<file path="config.mk">
export PLATFORM = sky130hd
export DESIGN_NAME = control_unit
export DESIGN_NICKNAME = d
export VERILOG_FILES = /design/src/rtl/control_unit.sv
export SDC_FILE = /design/constraint.sdc
export NUM_CORES = 1
export LEC_CHECK = 0
export BUFFER_PORTS_ARGS = -buffer_cell sky130_fd_sc_hd__buf_4
export CAP_MARGIN = 20
export CORE_AREA = 2 2 39 41
export CTS_CLUSTER_DIAMETER = 30
export DETAILED_ROUTE_END_ITERATION = 7
export DIE_AREA = 0 0 41 43
export PLACE_DENSITY = 0.71
export SLEW_MARGIN = 10
export SYNTH_ARGS = -nofsm -noshare
export SYNTH_HDL_FRONTEND = slang
export SYNTH_SLANG_ARGS = --single-unit
</file>
<file path="constraint.sdc">
create_clock -name clk -period 2.94 [get_ports clk]
set_input_delay 0.147 -clock clk [delete_from_list [all_inputs] [get_ports clk]]
set_output_delay 0.147 -clock clk [all_outputs]
set_load 0.01 [all_outputs]
</file>
<file path="src/rtl/control_unit.sv">
// Sequencer for a three-register datapath: decodes op into X/Y/Z commands, ALU select and X mux.
// Latency start->done 2 (single-cycle), cnt+2 (shifts), 3 (ACC); start is ignored while busy.
module control_unit (
   input  logic       clk,
   input  logic       reset,
   input  logic       start,
   input  logic [2:0] op,
   input  logic [1:0] cnt,
   output logic [2:0] Tx,
   output logic [2:0] Ty,
   output logic [2:0] Tz,
   output logic [1:0] ula,
   output logic       selx,
   output logic       busy,
   output logic       done
);

   localparam logic [2:0] OP_CLR = 3'b000;
   localparam logic [2:0] OP_LDX = 3'b001;
   localparam logic [2:0] OP_LDY = 3'b010;
   localparam logic [2:0] OP_ADD = 3'b011;
   localparam logic [2:0] OP_SUB = 3'b100;
   localparam logic [2:0] OP_SHR = 3'b101;
   localparam logic [2:0] OP_SHL = 3'b110;
   localparam logic [2:0] OP_ACC = 3'b111;

   localparam logic [2:0] CMD_HOLD   = 3'b000;
   localparam logic [2:0] CMD_LOAD   = 3'b001;
   localparam logic [2:0] CMD_SHIFTR = 3'b010;
   localparam logic [2:0] CMD_SHIFTL = 3'b011;
   localparam logic [2:0] CMD_RESET  = 3'b100;

   localparam logic [1:0] ULA_ADD = 2'b00;
   localparam logic [1:0] ULA_SUB = 2'b01;

   typedef enum logic [1:0] {
      IDLE = 2'b00,
      EXEC = 2'b01,
      WB   = 2'b10,
      DONE = 2'b11
   } state_t;

   state_t     state, state_nx;
   logic [2:0] op_q;
   logic [1:0] ctr_q;
   logic       is_shift;

   assign is_shift = (op_q == OP_SHR) || (op_q == OP_SHL);

   // ctr_q holds the latched repeat count and counts down the extra shift cycles
   always_ff @(posedge clk) begin
      if (reset) begin
         state <= IDLE;
         op_q  <= 3'b000;
         ctr_q <= 2'b00;
      end else begin
         state <= state_nx;
         if (state == IDLE && start) begin
            op_q  <= op;
            ctr_q <= cnt;
         end else if (state == EXEC && is_shift && ctr_q != 2'b00) begin
            ctr_q <= ctr_q - 2'b01;
         end
      end
   end

   always_comb begin
      state_nx = state;
      case (state)
         IDLE: if (start) state_nx = EXEC;
         EXEC: begin
            if (is_shift && ctr_q != 2'b00) state_nx = EXEC;
            else if (op_q == OP_ACC)       state_nx = WB;
            else                           state_nx = DONE;
         end
         WB:      state_nx = DONE;
         DONE:    state_nx = IDLE;
         default: state_nx = IDLE;
      endcase
   end

   always_comb begin
      Tx   = CMD_HOLD;
      Ty   = CMD_HOLD;
      Tz   = CMD_HOLD;
      ula  = ULA_ADD;
      selx = 1'b0;
      busy = (state != IDLE);
      done = (state == DONE);
      case (state)
         EXEC: begin
            case (op_q)
               OP_CLR: begin
                  Tx = CMD_RESET;
                  Ty = CMD_RESET;
                  Tz = CMD_RESET;
               end
               OP_LDX: Tx = CMD_LOAD;
               OP_LDY: Ty = CMD_LOAD;
               OP_ADD: Tz = CMD_LOAD;
               OP_SUB: begin
                  Tz  = CMD_LOAD;
                  ula = ULA_SUB;
               end
               OP_SHR: Tx = CMD_SHIFTR;
               OP_SHL: Tx = CMD_SHIFTL;
               OP_ACC: Tz = CMD_LOAD;
               default: Tx = CMD_HOLD;
            endcase
         end
         // accumulate write-back: X takes the ALU result held in Z
         WB: begin
            Tx   = CMD_LOAD;
            selx = 1'b1;
         end
         default: Tx = CMD_HOLD;
      endcase
   end

endmodule

</file>
==> qor.yml, run 1 <==
outcome: "finished clean"
cp_slowest_cell: "dfxtp_1"
grt_antenna_before_repair: 0
cpLargestDelayFamily: "simple AND/OR/NAND/NOR gates"
final_max_slew_viol_count: 0
tns_ns: 0
syn_inst: 75
total_power_mw: 0.3667
layout.nets: 106
ys_types: 33
dp.cells: 103
ys_ff_latch: 7
crit_required_ns: 2.79
cpPeakStageDelay_ns: 0.34
grt_first_pass_wirelength_um: 1794
crit_buf_inv: 2
numCtsBuffers: 3
cts_buffer_depth: 2
layout_worst_path_cycle_share: 0.5942
max-cap-violations: 0
viasPerCell: 5.224
timing.fmax_mhz: 572.4
p_per_area_nw_per_um2: 495.1
grt_pass1_vias: 436
drcViolationCount: 0
cts_sinks: 7
synth-warning-count: 0
track_usage: 0.1552
peakVddDrop_v: 0.0002700
syn_area_um2: 611.8
yosysTopAreaCell: "dfxtp_1"
end_kind: "primary output"
rsz0062_at_grt: "no"
ant_nets: 0
gr-usage-met3: 0.03141
synthTopCellsByArea: "dfxtp_1, ha_1, buf_4"
num_rows: 14
finalNonFillerCells: 107
r2r_start: "state[0]"
grt_busiest_layer: "met2"
synth_top_area_share: 0.2290
cp_cell_sequence: "inv_1 > ha_1 > nand2b_1 > nor3_2 > and2_1 > buf_4"
layout-drive-gt1-share: 0.2747
io_pins: 22
timing.rr.end: "ctr_q[1]"
yosysSeqAreaShare: 0.2290
final.fill_count: 142
clkTransAtPathRegs_ns: 0.06
crit_path_end: "Tx[2]"
hpwl_um: 832.9
cp_max_fo: 8
num_vias: 559
dr.first_iter.drc_count: 4
synth.avg_cell_area_um2: 8.158
worstPathArrival_ns: 1.60
globalplace.congestion: 0.7598
ctsHoldBuffers: 0
h-tree-depth: 1
period_minus_slack_ns: 1.747
r2r_setup_slack_ns: 1.47
wirelength_um: 1137
cts_resized: 0
r2r.worst_path.cells: 5
area_growth_pct: 21.06
finClkSkew_ns: 0.003061
cts_setup_buffers: 0
dieArea_um2: 1763
clk_latency_ns: 0.26
gr-total-overflow: 0
cts_tree: "yes"
use_met2: 0.2063
globalRouteMet1Util: 0.1954
path_depth: 6
clock-root-buffer: "clkbuf_4"
initial_core_util: 0.4421
setup_violations: 0
io_buffers: 18
drt_pass1_iterations: 4
finish.utilization: 0.5353
core_um2: 1384
cellLeakagePower_nw: 0.3233
finalHoldViolations: 0
hold_path_class: "in2reg"
drt-wirelength-per-cell_um: 10.63
grt_max_degree: 13
crit_path_start_kind: "flip-flop"
die_y_um: 43
die_x_um: 41
n_antenna_cell: 0
worstSetupPathType: "reg2out"
worst min path at each step:
stage | startpoint | endpoint | slack, ns | cells past startpoint
finish | reset | op_q[1] | 0.11 | 2
global route | reset | op_q[1] | 0.11 | 2
CTS | reset | op_q[1] | 0.10 | 2
detailed placement | reset | op_q[1] | 0.38 | 2
global placement | reset | op_q[0] | 0.38 | 2
floorplan | op[0] | op_q[0] | 0.29 | 2
through the flow:
| stage | instance area, um2 | hold WS (ns) | setup WS (ns) |
|---|---|---|---|
| after floorplan | 619.3 | 0.2945 | 1.559 |
| after global placement | 714.4 | 0.3783 | 1.475 |
| after detailed placement | 714.4 | 0.3800 | 1.449 |
| after CTS | 740.7 | 0.1002 | 1.170 |
| after global routing | 740.7 | 0.1091 | 1.033 |
| final | 740.7 | 0.1053 | 1.193 |
cell type report:
| class | instances | area, um2 | area share |
|---|---|---|---|
| Inverter | 7 | 26.28 | 0.03547 |
| Timing Repair Buffer | 18 | 135.1 | 0.1824 |
| Clock buffer | 4 | 26.28 | 0.03547 |
| Tap cell | 16 | 20.02 | 0.02703 |
| Sequential cell | 7 | 140.1 | 0.1892 |
| Multi-Input combinational cell | 55 | 392.9 | 0.5304 |
cells in the mapped netlist, drive strengths merged:
cell type	number
xnor2	1
nand3b	2
clkbuf	1
nor2	2
conb	1
o21a	1
o2111ai	2
nand4	1
nor3b	3
o311ai	1
nand3	6
a31oi	1
or3b	1
a2111oi	1
and3b	1
nand2b	3
a21oi	5
buf	7
inv	7
a211oi	1
and2	1
dfxtp	7
a21boi	1
ha	6
o21ai	4
xor2	1
nor2b	2
nor3	1
nand2	4
report_power, final:
part	leakage (nW)	internal (mW)	switching (mW)
clock	0.0150	0.0521	0.0405
sequential	0.0576	0.107	0.0184
combinational	0.251	0.0693	0.0794
total	0.323	0.228	0.138
metal layers:
layer  wire, um  vias up
li1           -      286
met3         96        4
met5          0        -
met1        506      242
met2        496       27
met4         36        0
logic make-up (layout without fill, tap and decap cells):
| kind of cell | after synthesis | in the layout | synth area share |
|---|---|---|---|
| buffers and inverters | 15 | 29 | 0.1411 |
| AOI/OAI and AO/OA | 17 | 17 | 0.1881 |
| DFF | 7 | 7 | 0.2290 |
| other | 1 | 3 | 0.006129 |
| and+or+nand+nor | 27 | 27 | 0.2720 |
| adders and majority gates | 6 | 6 | 0.1227 |
| xor gates and xnor gates | 2 | 2 | 0.04091 |
placed cells by master, fill, tap and decap left out:
cell type,count
nand4_1,1
or3b_1,1
nand3_1,5
o21ai_0,3
clkbuf_4,3
nand3_2,1
inv_1,7
xor2_1,1
nor3_2,1
xnor2_2,1
nand2_1,4
nor3b_1,3
nand2b_1,3
buf_4,18
ha_1,6
clkbuf_1,1
nor2_1,2
nand3b_1,2
nor2b_1,2
o21a_1,1
a31oi_1,1
a21oi_1,5
and3b_1,1
o311ai_1,1
o21ai_1,1
conb_1,3
dfxtp_1,7
a2111oi_2,1
a21boi_1,1
a211oi_1,1
and2_1,1
o2111ai_1,2
No activity file was read; power rests on OpenSTA's default activity.
==> inputs of run 2 (changes only) <==
--- a/config.mk
+++ b/config.mk
@@ -5,13 +5,14 @@
 export SDC_FILE = /design/constraint.sdc
 export NUM_CORES = 1
 export LEC_CHECK = 0
+export ABC_AREA = 1
 export BUFFER_PORTS_ARGS = -buffer_cell sky130_fd_sc_hd__buf_4
 export CAP_MARGIN = 20
-export CORE_AREA = 2 2 39 41
+export CORE_MARGIN = 2
+export CORE_UTILIZATION = 41
 export CTS_CLUSTER_DIAMETER = 30
 export DETAILED_ROUTE_END_ITERATION = 7
-export DIE_AREA = 0 0 41 43
-export PLACE_DENSITY = 0.71
+export PLACE_DENSITY = 0.68
 export SLEW_MARGIN = 10
 export SYNTH_ARGS = -nofsm -noshare
 export SYNTH_HDL_FRONTEND = slang
==> constraint.sdc (replaced) <==
create_clock -name clk -period 1.4 [get_ports clk]
set_input_delay 0.07 -clock clk [delete_from_list [all_inputs] [get_ports clk]]
set_output_delay 0.07 -clock clk [all_outputs]
set_load 0.01 [all_outputs]
==> run 2 against run 1 <==
Total power grew 140%. First-iteration DRC count grew 130%. Combinational power grew to 2.9 times the previous value. Worst setup slack lost 1.2 ns. Sequential power grew 110%.
==> qor.yml, run 2 <==
gr-total-overflow: 0
final_cell_mix: "buf_4, nand2_1, inv_1, nor2_1, a21oi_1"
max-cap-violations: 0
dr_wl_met3_um: 78
synthTopCellsByArea: "dfxtp_1, ha_1, nand2_1"
globalplace.congestion: 0.6707
rsz0062_at_grt: "yes"
numCtsBuffers: 3
end_kind: "primary output"
layout.nets: 126
setup_violations: 0
syn_inst: 84
layout-drive-gt1-share: 0.4234
met2_length_um: 620
wl_met1_um: 574
place_ws_ns: 0.02539
timing.fmax_mhz: 725.7
synth-compound-area-share: 0.1409
hpwl_um: 942.1
worstPathArrival_ns: 1.31
grt_first_pass_wirelength_um: 1980
cellLeakagePower_nw: 0.4121
synthTopCellsByCount: "nand2_1, inv_1, nor2_1, a21oi_1, dfxtp_1"
area_growth_pct: 53.12
fin_ws_ns: 0.02198
cts_tree: "yes"
h-tree-depth: 1
final_max_slew_viol_count: 0
yosysTopAreaCell: "dfxtp_1"
finish.utilization: 0.6538
synth_top_area_share: 0.2587
grt_antenna_before_repair: 0
finalHoldViolations: 0
synthSimpleGateAreaFrac: 0.2956
synthXorXnorAreaFrac: 0
syn_area_um2: 541.8
clock-root-buffer: "clkbuf_4"
core_um2: 1269
drcViolationCount: 0
cts_sinks: 7
worst_hold_slack_ns: 0.09463
grt_max_degree: 9
wirelength_um: 1296
crit_required_ns: 1.33
ys_types: 17
viasPerCell: 4.738
layout_commonest_cell: "buf_4"
io_buffers: 18
synth_edf_count: 0
cp_max_fo: 4
p_per_area_nw_per_um2: 1055
drt_pass1_iterations: 4
die_y_um: 40.35
die_x_um: 40.35
track_usage: 0.1842
crit_path_start_kind: "flip-flop"
num_rows: 13
synth-warning-count: 0
yosys.area_share.adder: 0.1386
synth_flop_cell: "dfxtp_1"
ant_nets: 0
hold_path_class: "in2reg"
ys_ff_latch: 7
drt-wirelength-per-cell_um: 10.29
synth.avg_cell_area_um2: 6.450
outcome: "finished clean"
layout_worst_path_cycle_share: 0.9843
clkTransAtPathRegs_ns: 0.05
cts_buffer_depth: 2
yosysMostFrequentCell: "nand2_1"
initial_core_util: 0.4270
dieArea_um2: 1628
io_pins: 22
yosysSeqAreaShare: 0.2587
period_minus_slack_ns: 1.378
finClkSkew_ns: 0.0002700
peakVddDrop_v: 0.0005517
clk_latency_ns: 0.24
async_flop_share: 0
dr.first_iter.drc_count: 9
worstSetupPathType: "reg2out"
n_antenna_cell: 0
num_vias: 597
synth_top_family_by_area: "simple AND/OR/NAND/NOR gates"
top_layer: "met4"
synthMuxAreaShare: 0
grt_pass1_vias: 494
run 2: cell count changes after synthesis, sizes merged, moves of 3 or more:
cell,delta
buf,-3
nor3b,-3
inv,+8
nor2,+9
nand3,-3
a21oi,+3
nand2b,-3
nand2,+13
run 2: path summary, 6_finish.rpt:
path | from | to | slack [ns] | depth (start not counted)
setup / recovery | state[0] | Tx[0] | 0.02 | 7
hold / removal | op[0] | op_q[0] | 0.09 | 3
setup reg to reg | flip-flop | flip-flop | 0.17 | 7
hold reg to reg | state[0] | state[0] | 0.53 | 2
run 2: area by class of cell:
type | instances | area [um2]
flip-flops and latches | 7 | 147.6
fillers | 126 | 439.2
repair buffers | 25 | 190.2
well taps | 15 | 18.77
multi-input cells | 60 | 380.4
clock buffers | 4 | 26.28
inverters | 15 | 66.31
run 2: layer usage:
layer | global-route usage | vias to the layer above
met5 | 0 | -
met4 | 0.1250 | 0
met3 | 0.01667 | 4
met2 | 0.3135 | 26
met1 | 0.2148 | 253
li1 | - | 314
run 2: worst max-delay path, stage by stage, from the launching register on:
cell,delay [ns]
dfxtp_4,0.39
inv_6,0.05
ha_2,0.18
a31oi_1,0.14
nand2_1,0.08
nand2_1,0.06
inv_1,0.04
buf_4,0.13
run 2: timing repair:
action                     4_1_cts  5_1_grt
hold buffers                     1        0
setup endpoints to repair        8        8
pin swaps                        3        2
buffers inserted                 4        1
gates cloned                     0        0
resized for setup               12       11
hold endpoints to repair         2        0
run 2: kinds of logic after synthesis:
family / Yosys count
simple gates: 36
buf+inv: 19
compound gates: 15
flops: 7
fa+ha+maj: 6
other cells: 1
run 2: metrics by stage:
stage | setup TNS, ns | instance area [um2] | cells | total power, mW
after floorplan | 0 | 549.3 | 86 | 0.4868
final | 0 | 829.5 | 126 | 0.8750
after detailed placement | 0 | 680.7 | 116 | 0.5902
after CTS | -0.0004945 | 787.0 | 125 | 0.8363
after global routing | -0.1159 | 829.5 | 126 | 0.9453
after global placement | 0 | 680.7 | 116 | 0.5819
run 2: power by group:
group	total, mW	switching, mW	internal, mW
registers	0.266	0.0337	0.232
logic	0.433	0.238	0.195
clock network	0.176	0.0676	0.108
